**config.mk**
```make
export PLATFORM = sky130hd
export DESIGN_NAME = calc_sequencer
export DESIGN_NICKNAME = d
export VERILOG_FILES = /design/src/rtl/calc_sequencer.sv
export SDC_FILE = /design/constraint.sdc
export NUM_CORES = 1
export LEC_CHECK = 0
export CAP_MARGIN = 15
export CORE_MARGIN = 3
export CORE_UTILIZATION = 45
export DETAILED_ROUTE_END_ITERATION = 12
export DONT_BUFFER_PORTS = 1
export SLEW_MARGIN = 25
export SYNTH_ARGS = -nofsm -noshare
export SYNTH_HDL_FRONTEND = slang
export SYNTH_SLANG_ARGS = --single-unit
export TNS_END_PERCENT = 30
```
**constraint.sdc**
```tcl
create_clock -name clk -period 14.2 [get_ports clk]
set_input_delay 2.13 -clock clk [delete_from_list [all_inputs] [get_ports clk]]
set_output_delay 2.13 -clock clk [all_outputs]
set_load 0.02 [all_outputs]
```
**src/rtl/calc_sequencer.sv**
```systemverilog
// calc_sequencer: button-driven RPN calculator sequencer over a handshaked stack memory and an external ALU.
// Optional macro CALC_OVF_TRAP_EN: an ALU overflow re-pushes both operands instead of the result.
module calc_sequencer #(
   parameter int DATA_W = 32,
   parameter int SW_W   = 16
) (
   input  logic              clk,
   input  logic              rst,
   input  logic [SW_W-1:0]   switches,
   input  logic [4:0]        btns,
   output logic              mem_req,
   output logic [1:0]        mem_cmd,
   output logic [DATA_W-1:0] mem_wdata,
   input  logic              mem_ack,
   input  logic [DATA_W-1:0] mem_rdata,
   input  logic              mem_empty,
   input  logic              mem_full,
   output logic [DATA_W-1:0] alu_a,
   output logic [DATA_W-1:0] alu_b,
   output logic [3:0]        alu_op,
   input  logic [DATA_W-1:0] alu_y,
   input  logic              alu_ovf,
   output logic              busy,
   output logic              err,
   output logic [DATA_W-1:0] disp
);
   localparam logic [1:0] CMD_PUSH = 2'b01;
   localparam logic [1:0] CMD_POP  = 2'b10;

   typedef enum logic [2:0] {
      IDLE, PUSH_SW, POP_B, POP_A, RESTORE, EXEC, PUSH_R
`ifdef CALC_OVF_TRAP_EN
      , RESTORE_2
`endif
   } state_t;

   state_t            state, state_n;
   logic [4:0]        btns_q;
   logic [4:0]        rise;
   logic [SW_W-1:0]   sw_q;
   logic [DATA_W-1:0] a_q, b_q, r_q;
   logic [DATA_W-1:0] disp_n;
   logic [3:0]        op_n;
   logic              sw_ld, a_ld, b_ld, r_ld, op_ld, disp_ld, err_set, err_clr;

`ifdef CALC_OVF_TRAP_EN
`else
   logic unused_ovf;
   assign unused_ovf = alu_ovf;
`endif

   // btns_q resets to all-ones so a button held through reset release is not seen as a press
   assign rise = btns & ~btns_q;

   always_ff @(posedge clk or posedge rst) begin
      if (rst) begin
         state <= IDLE;
      end else begin
         state <= state_n;
      end
   end

   always_comb begin
      state_n   = state;
      mem_req   = 1'b0;
      mem_cmd   = 2'b00;
      mem_wdata = '0;
      busy      = (state != IDLE);
      sw_ld     = 1'b0;
      a_ld      = 1'b0;
      b_ld      = 1'b0;
      r_ld      = 1'b0;
      op_ld     = 1'b0;
      op_n      = 4'b0000;
      disp_ld   = 1'b0;
      disp_n    = '0;
      err_set   = 1'b0;
      err_clr   = 1'b0;
      case (state)
         IDLE: begin
            if (rise[0]) begin
               err_clr = 1'b1;
               if (mem_full) begin
                  err_set = 1'b1;
               end else begin
                  sw_ld   = 1'b1;
                  state_n = PUSH_SW;
               end
            end else if (|rise[4:1]) begin
               err_clr = 1'b1;
               op_ld   = 1'b1;
               if (rise[1])      op_n = 4'b0001;
               else if (rise[2]) op_n = 4'b0010;
               else if (rise[3]) op_n = 4'b0100;
               else              op_n = 4'b1000;
               if (mem_empty) begin
                  err_set = 1'b1;
               end else begin
                  state_n = POP_B;
               end
            end
         end
         PUSH_SW: begin
            mem_req   = 1'b1;
            mem_cmd   = CMD_PUSH;
            mem_wdata = DATA_W'(sw_q);
            if (mem_ack) begin
               disp_ld = 1'b1;
               disp_n  = DATA_W'(sw_q);
               state_n = IDLE;
            end
         end
         // mem_empty during the ack cycle tells whether a second operand remains
         POP_B: begin
            mem_req = 1'b1;
            mem_cmd = CMD_POP;
            if (mem_ack) begin
               b_ld    = 1'b1;
               state_n = mem_empty ? RESTORE : POP_A;
            end
         end
         POP_A: begin
            mem_req = 1'b1;
            mem_cmd = CMD_POP;
            if (mem_ack) begin
               a_ld    = 1'b1;
               state_n = EXEC;
            end
         end
         EXEC: begin
            r_ld = 1'b1;
`ifdef CALC_OVF_TRAP_EN
            state_n = alu_ovf ? RESTORE_2 : PUSH_R;
`else
            state_n = PUSH_R;
`endif
         end
         PUSH_R: begin
            mem_req   = 1'b1;
            mem_cmd   = CMD_PUSH;
            mem_wdata = r_q;
            if (mem_ack) begin
               disp_ld = 1'b1;
               disp_n  = r_q;
               state_n = IDLE;
            end
         end
         RESTORE: begin
            mem_req   = 1'b1;
            mem_cmd   = CMD_PUSH;
            mem_wdata = b_q;
            if (mem_ack) begin
               err_set = 1'b1;
               state_n = IDLE;
            end
         end
`ifdef CALC_OVF_TRAP_EN
         // A goes back first so B ends on top again, as before the operation
         RESTORE_2: begin
            mem_req   = 1'b1;
            mem_cmd   = CMD_PUSH;
            mem_wdata = a_q;
            if (mem_ack) begin
               state_n = RESTORE;
            end
         end
`endif
         default: state_n = IDLE;
      endcase
   end

   always_ff @(posedge clk or posedge rst) begin
      if (rst) begin
         btns_q <= '1;
         sw_q   <= '0;
         a_q    <= '0;
         b_q    <= '0;
         r_q    <= '0;
         alu_a  <= '0;
         alu_b  <= '0;
         alu_op <= '0;
         err    <= 1'b0;
         disp   <= '0;
      end else begin
         btns_q <= btns;
         if (sw_ld) sw_q <= switches;
         if (b_ld) b_q <= mem_rdata;
         // ALU operands change only on entry to EXEC and hold afterwards
         if (a_ld) begin
            a_q   <= mem_rdata;
            alu_a <= mem_rdata;
            alu_b <= b_q;
         end
         if (r_ld) r_q <= alu_y;
         if (op_ld) alu_op <= op_n;
         if (err_set) err <= 1'b1;
         else if (err_clr) err <= 1'b0;
         if (disp_ld) disp <= disp_n;
      end
   end

endmodule

```
**Word-level counts from Yosys, hierarchy flattened**

Cells that the tools add are included.

- Eq/ne operators: 12
- Multiplexer cells: 41
- Bitwise gates (word level): 2
- Reductions and logical operators: 9

Operator list:

| cell | count |
|---|---|
| one-hot mux 32 bit (3 select lines) | 1 |
| one-hot mux 32 bit (2 select lines) | 1 |
| two-way mux 32 bit | 1 |
| two-way mux 3 bit | 8 |
| two-way mux 4 bit | 6 |
| two-way mux 1 bit | 20 |
| two-way mux 16 bit | 1 |
| one-hot mux 3 bit (5 select lines) | 1 |
| == test 3 bit (second input constant) | 3 |
| != test 3 bit (second input constant) | 3 |
| == test 3 x 2 -> 1 bit (second input constant) | 2 |
| AND reduction 6 bit | 1 |
| AND 5 bit | 1 |
| NOT 5 bit | 1 |
| OR reduction 5 bit | 1 |
| != test 2 bit (second input constant) | 2 |
| one-hot mux 2 bit (2 select lines) | 1 |
| OR reduction 2 bit | 2 |
| OR reduction 4 bit | 1 |
| == test 3 x 1 -> 1 bit (second input constant) | 1 |
| logical NOT 3 bit | 1 |
| nonzero test 3 bit | 1 |
| OR reduction 3 bit | 1 |
| != test 2 x 1 -> 1 bit (second input constant) | 1 |
| 2 further kinds | 2 |

- Register bits after elaboration: 189
- Bits of input ports: 91
- Output and inout bits: 137
- Logic and storage cells: 74

**Depth between registers and ports, before layout**

- Depth after elaboration: 8
- Depth in mapped cells: 7
- Gate-level depth less buffers: 5

**Worst setup path before layout**

Ideal clock, no wire load.

- Path type: reg2out
- Start point: register state[2]
- End point: output port mem_wdata[0]
- Arrival time: 1,409 ps
- Required time: 12,070 ps
- Path slack: 10,661 ps
- Stages on the path, launching flop included: 6
- Path buffers: 3
- Path through: dfrtp_1 > buf_4 > nand2b_1 > buf_4 > clkbuf_1 > o21ai_0

- Longest elaborated chain between the ends: 2
- Elaborated cells between the ends (all ways): 4
- Those cells by class: eq/ne (3); mux (1)

Ends and longest elaborated chain:

| what | line | RTL |
|---|---|---|
| from (decl) | 37 | `state_t state, state_n;` |
| from (signal assigned) | 59 | `state <= state_n;` |
| == test 3 bit / == test 3 x 1 -> 1 bit (equally long branches) | 79 | `case (state)` |
| one-hot mux 32 bit (3 select lines) * | 79 |  |
| to (decl) | 13 | `output logic [DATA_W-1:0] mem_wdata,` |

Every way passes the cells marked *; elsewhere a longest branch is shown, timed or not.

**Worst setup path in the final report**

Ends and elaborated chain as after synthesis.

==> results.py <==
metrics = {
    "routing": {
        "drt-total-wl_um": 19000,
        "drc": 0,
        "ant_nets": 0,
        "vias": 4542,
        "drtPass1Iterations": 4,
        "drtIter0Drc": 170,
        "wire_per_inst_um": 24.5,
        "viasPerCell": 5.87,
    },
    "yosys": {
        "synth_warnings": 0,
        "synth-seq-area-share": 0.603,
        "synth_seq_cells": 189,
        "syn_avg_cell_area_sq_um": 14.3,
        "synth_fp_nets": 640,
        "ys_types": 44,
        "syn_inst": 549,
        "netlist_area_sq_um": 7860,
    },
    "cts": {
        "cts_setup_buffers": 0,
        "numClockSinks": 189,
        "cts_buffer_depth": 2,
        "postCtsHoldBufs": 0,
        "cts_root_buffer": "clkbuf_16",
        "clk_pin_slew_worst_paths_ps": 70,
        "cts_tree": "yes",
        "clock_latency_ps": 430,
        "cts_resized": 0,
        "h-tree-depth": 4,
        "cts_buffers": 17,
    },
    "sta": {
        "maxSlewHeadroom": 0.325,
        "worst_pin_slew_ps": 1010,
        "period_needed_ps": 4860,
        "fmax_ghz": 0.206,
        "skew_ps": 8.00,
        "setup_tns_ps": 0,
        "slew_viol_final": 0,
        "timing.final.hold_violations": 0,
        "hold_slack_ps": 513,
        "setup_violations": 0,
        "rsz0062_at_grt": "false",
        "finalCritPeriodShare": 0.342,
    },
    "global_routing": {
        "antenna_found_initial": 0,
        "grt_max_degree": 125,
        "grt_util_all_layers": 0.199,
        "grt_pass1_wl_um": 29800,
        "first_global_vias": 4995,
        "gr-total-overflow": 0,
    },
    "final_layout": {
        "area_delta_synth_final_pct": 9.58,
        "n_antenna_cell": 0,
        "drive_gt1_frac": 0.343,
        "nets": 632,
        "stdcell_area_sq_um": 8610,
        "utilization": 0.512,
        "final_cell_mix": "183 x dfrtp_1, 133 x mux2_2, 33 x mux2i_1",
        "layout_commonest_cell": "dfrtp_1",
    },
    "hold_path": {
        "min_path_type": "flip-flop to flip-flop",
        "min_delay_path_depth": 1,
    },
    "critical_path": {
        "crit_arrival_ps": 2730,
        "startpoint": "state[2]$_DFFE_PP0P_",
        "crit_path_start_kind": "flip-flop",
        "cp-endpoint": "mem_wdata[0]",
        "critPathKind": "flip-flop to output pin",
        "r2r_cells": 4,
        "worstReg2RegEnd": "disp[20]$_DFFE_PP0P_",
        "end_kind": "output pin",
        "cp_max_fo": 37,
        "regToRegSetupSlack_ps": 10990,
        "worstPathRequired_ps": 12070,
        "r2r_start": "state[2]$_DFFE_PP0P_",
    },
    "placed_design": {
        "gp_congestion": 0.751,
        "place_area_sq_um": 8020,
        "hpwl_um": 12800,
        "port_buffers": 0,
    },
    "die": {
        "rows": 47,
        "dieArea_sq_um": 19100,
        "die_h_um": 138,
        "ios": 228,
        "initial_core_util": 0.467,
        "fp.dieW_um": 138,
        "core_region_area_sq_um": 16800,
    },
    "power": {
        "power.density_nw_per_um2": 263,
        "cellLeakagePower_nw": 3.73,
        "total_power_mw": 2.26,
        "vdd_drop_max_mv": 0.133,
    },
    "flow_run": {
        "drv_cap": 0,
    },
    "outcome": {
        "status": "completed",
    },
}
[cell usage after synthesis]
library cell	number	area, sq um
dfrtp_1	184	4600
mux2_2	133	1500
mux2i_1	33	330
nand2_1	22	82.6
nor2_1	18	67.6
o21ai_0	18	90.1
a22o_1	17	149
a21boi_0	16	120
buf_2	16	80.1
o2bb2ai_1	16	140
mux2_1	12	135
buf_4	8	60.1
clkbuf_1	6	22.5
nand2b_1	6	37.5
a21oi_1	5	25.0
dfstp_2	5	131
inv_1	3	11.3
a21o_1	2	15.0
nor2_2	2	12.5
nor2b_1	2	12.5
nor3_4	2	32.5
a211oi_1	1	7.51
a21bo_2	1	10.0
a221oi_1	1	8.76
a2bb2oi_1	1	8.76
a31oi_1	1	6.26
a41o_1	1	10.0
and2b_1	1	7.51
buf_6	1	11.3
inv_2	1	3.75
nand2_2	1	6.26
nand3_1	1	5.00
nand3b_1	1	7.51
nand4_1	1	6.26
nor2_4	1	11.3
nor3_1	1	5.00
nor3_2	1	10.0
nor3b_4	1	18.8
nor4_1	1	6.26
nor4_4	1	21.3
o211ai_1	1	7.51
o21ai_1	1	5.00
o221ai_1	1	8.76
o32ai_1	1	8.76
[final cells by class]
cell class	count	area [sq um]
inverter	4	22.5
multi-input combinational	325	2960
sequential	189	4740
clock inverter	12	124
fill	1466	8210
tap	220	275
clock buffer	20	467
timing repair buffer	4	30.0
[cell families (layout without fill, tap and decap cells)]
| kind of cell | Yosys count | count (layout) | share of synthesized area |
|---|---|---|---|
| flip-flops | 189 | 189 | 0.603 |
| multiplexers | 178 | 178 | 0.250 |
| AO/OA/AOI/OAI | 84 | 84 | 0.0790 |
| AND/OR/NAND/NOR | 63 | 63 | 0.0446 |
| buffers and inverters | 35 | 40 | 0.0240 |
[worst min-delay path by stage]
stage	start	to	slack, ps
3_5_place_dp	sw_q[1]$_DFFE_PP0P_	sw_q[1]$_DFFE_PP0P_	500
5_1_grt	sw_q[3]$_DFFE_PP0P_	sw_q[3]$_DFFE_PP0P_	530
4_1_cts	sw_q[15]$_DFFE_PP0P_	sw_q[15]$_DFFE_PP0P_	520
3_3_place_gp	sw_q[11]$_DFFE_PP0P_	sw_q[11]$_DFFE_PP0P_	490
6_report	sw_q[0]$_DFFE_PP0P_	sw_q[0]$_DFFE_PP0P_	510
2_1_floorplan	b_q[13]$_DFFE_PP0P_	alu_b[13]$_DFFE_PP0P_	480
[metrics by stage]
step	cells	setup slack [ps]
finish	774	9340
floorplan	549	6940
detailed placement	742	9850
global placement	742	9900
global route	774	9220
CTS	774	9380
[metal layers]
layer	routed length, um	track usage
met5	0	0
met4	146	0.0504
met3	1820	0.0925
met2	9310	0.325
met1	7670	0.241
[sequential cells by signal (all words and copies together), names as in the netlist]
signal	flops
r_q	32
state	3
sw_q	16
btns_q	5
alu_a	32
disp	32
err	1
b_q	32
alu_op	4
alu_b	32
[critical path: stages (launching register included)]
cell      delay (ps)
dfrtp_1          710
nand2b_2         660
o21ai_0          880
[power by group]
group	total (mW)	internal, mW	leakage [nW]	switching [mW]
clock	0.476	0.261	0.291	0.215
sequential	1.18	0.796	2.31	0.386
combinational	0.606	0.297	1.14	0.309
No activity file was read; power rests on OpenSTA's default activity.
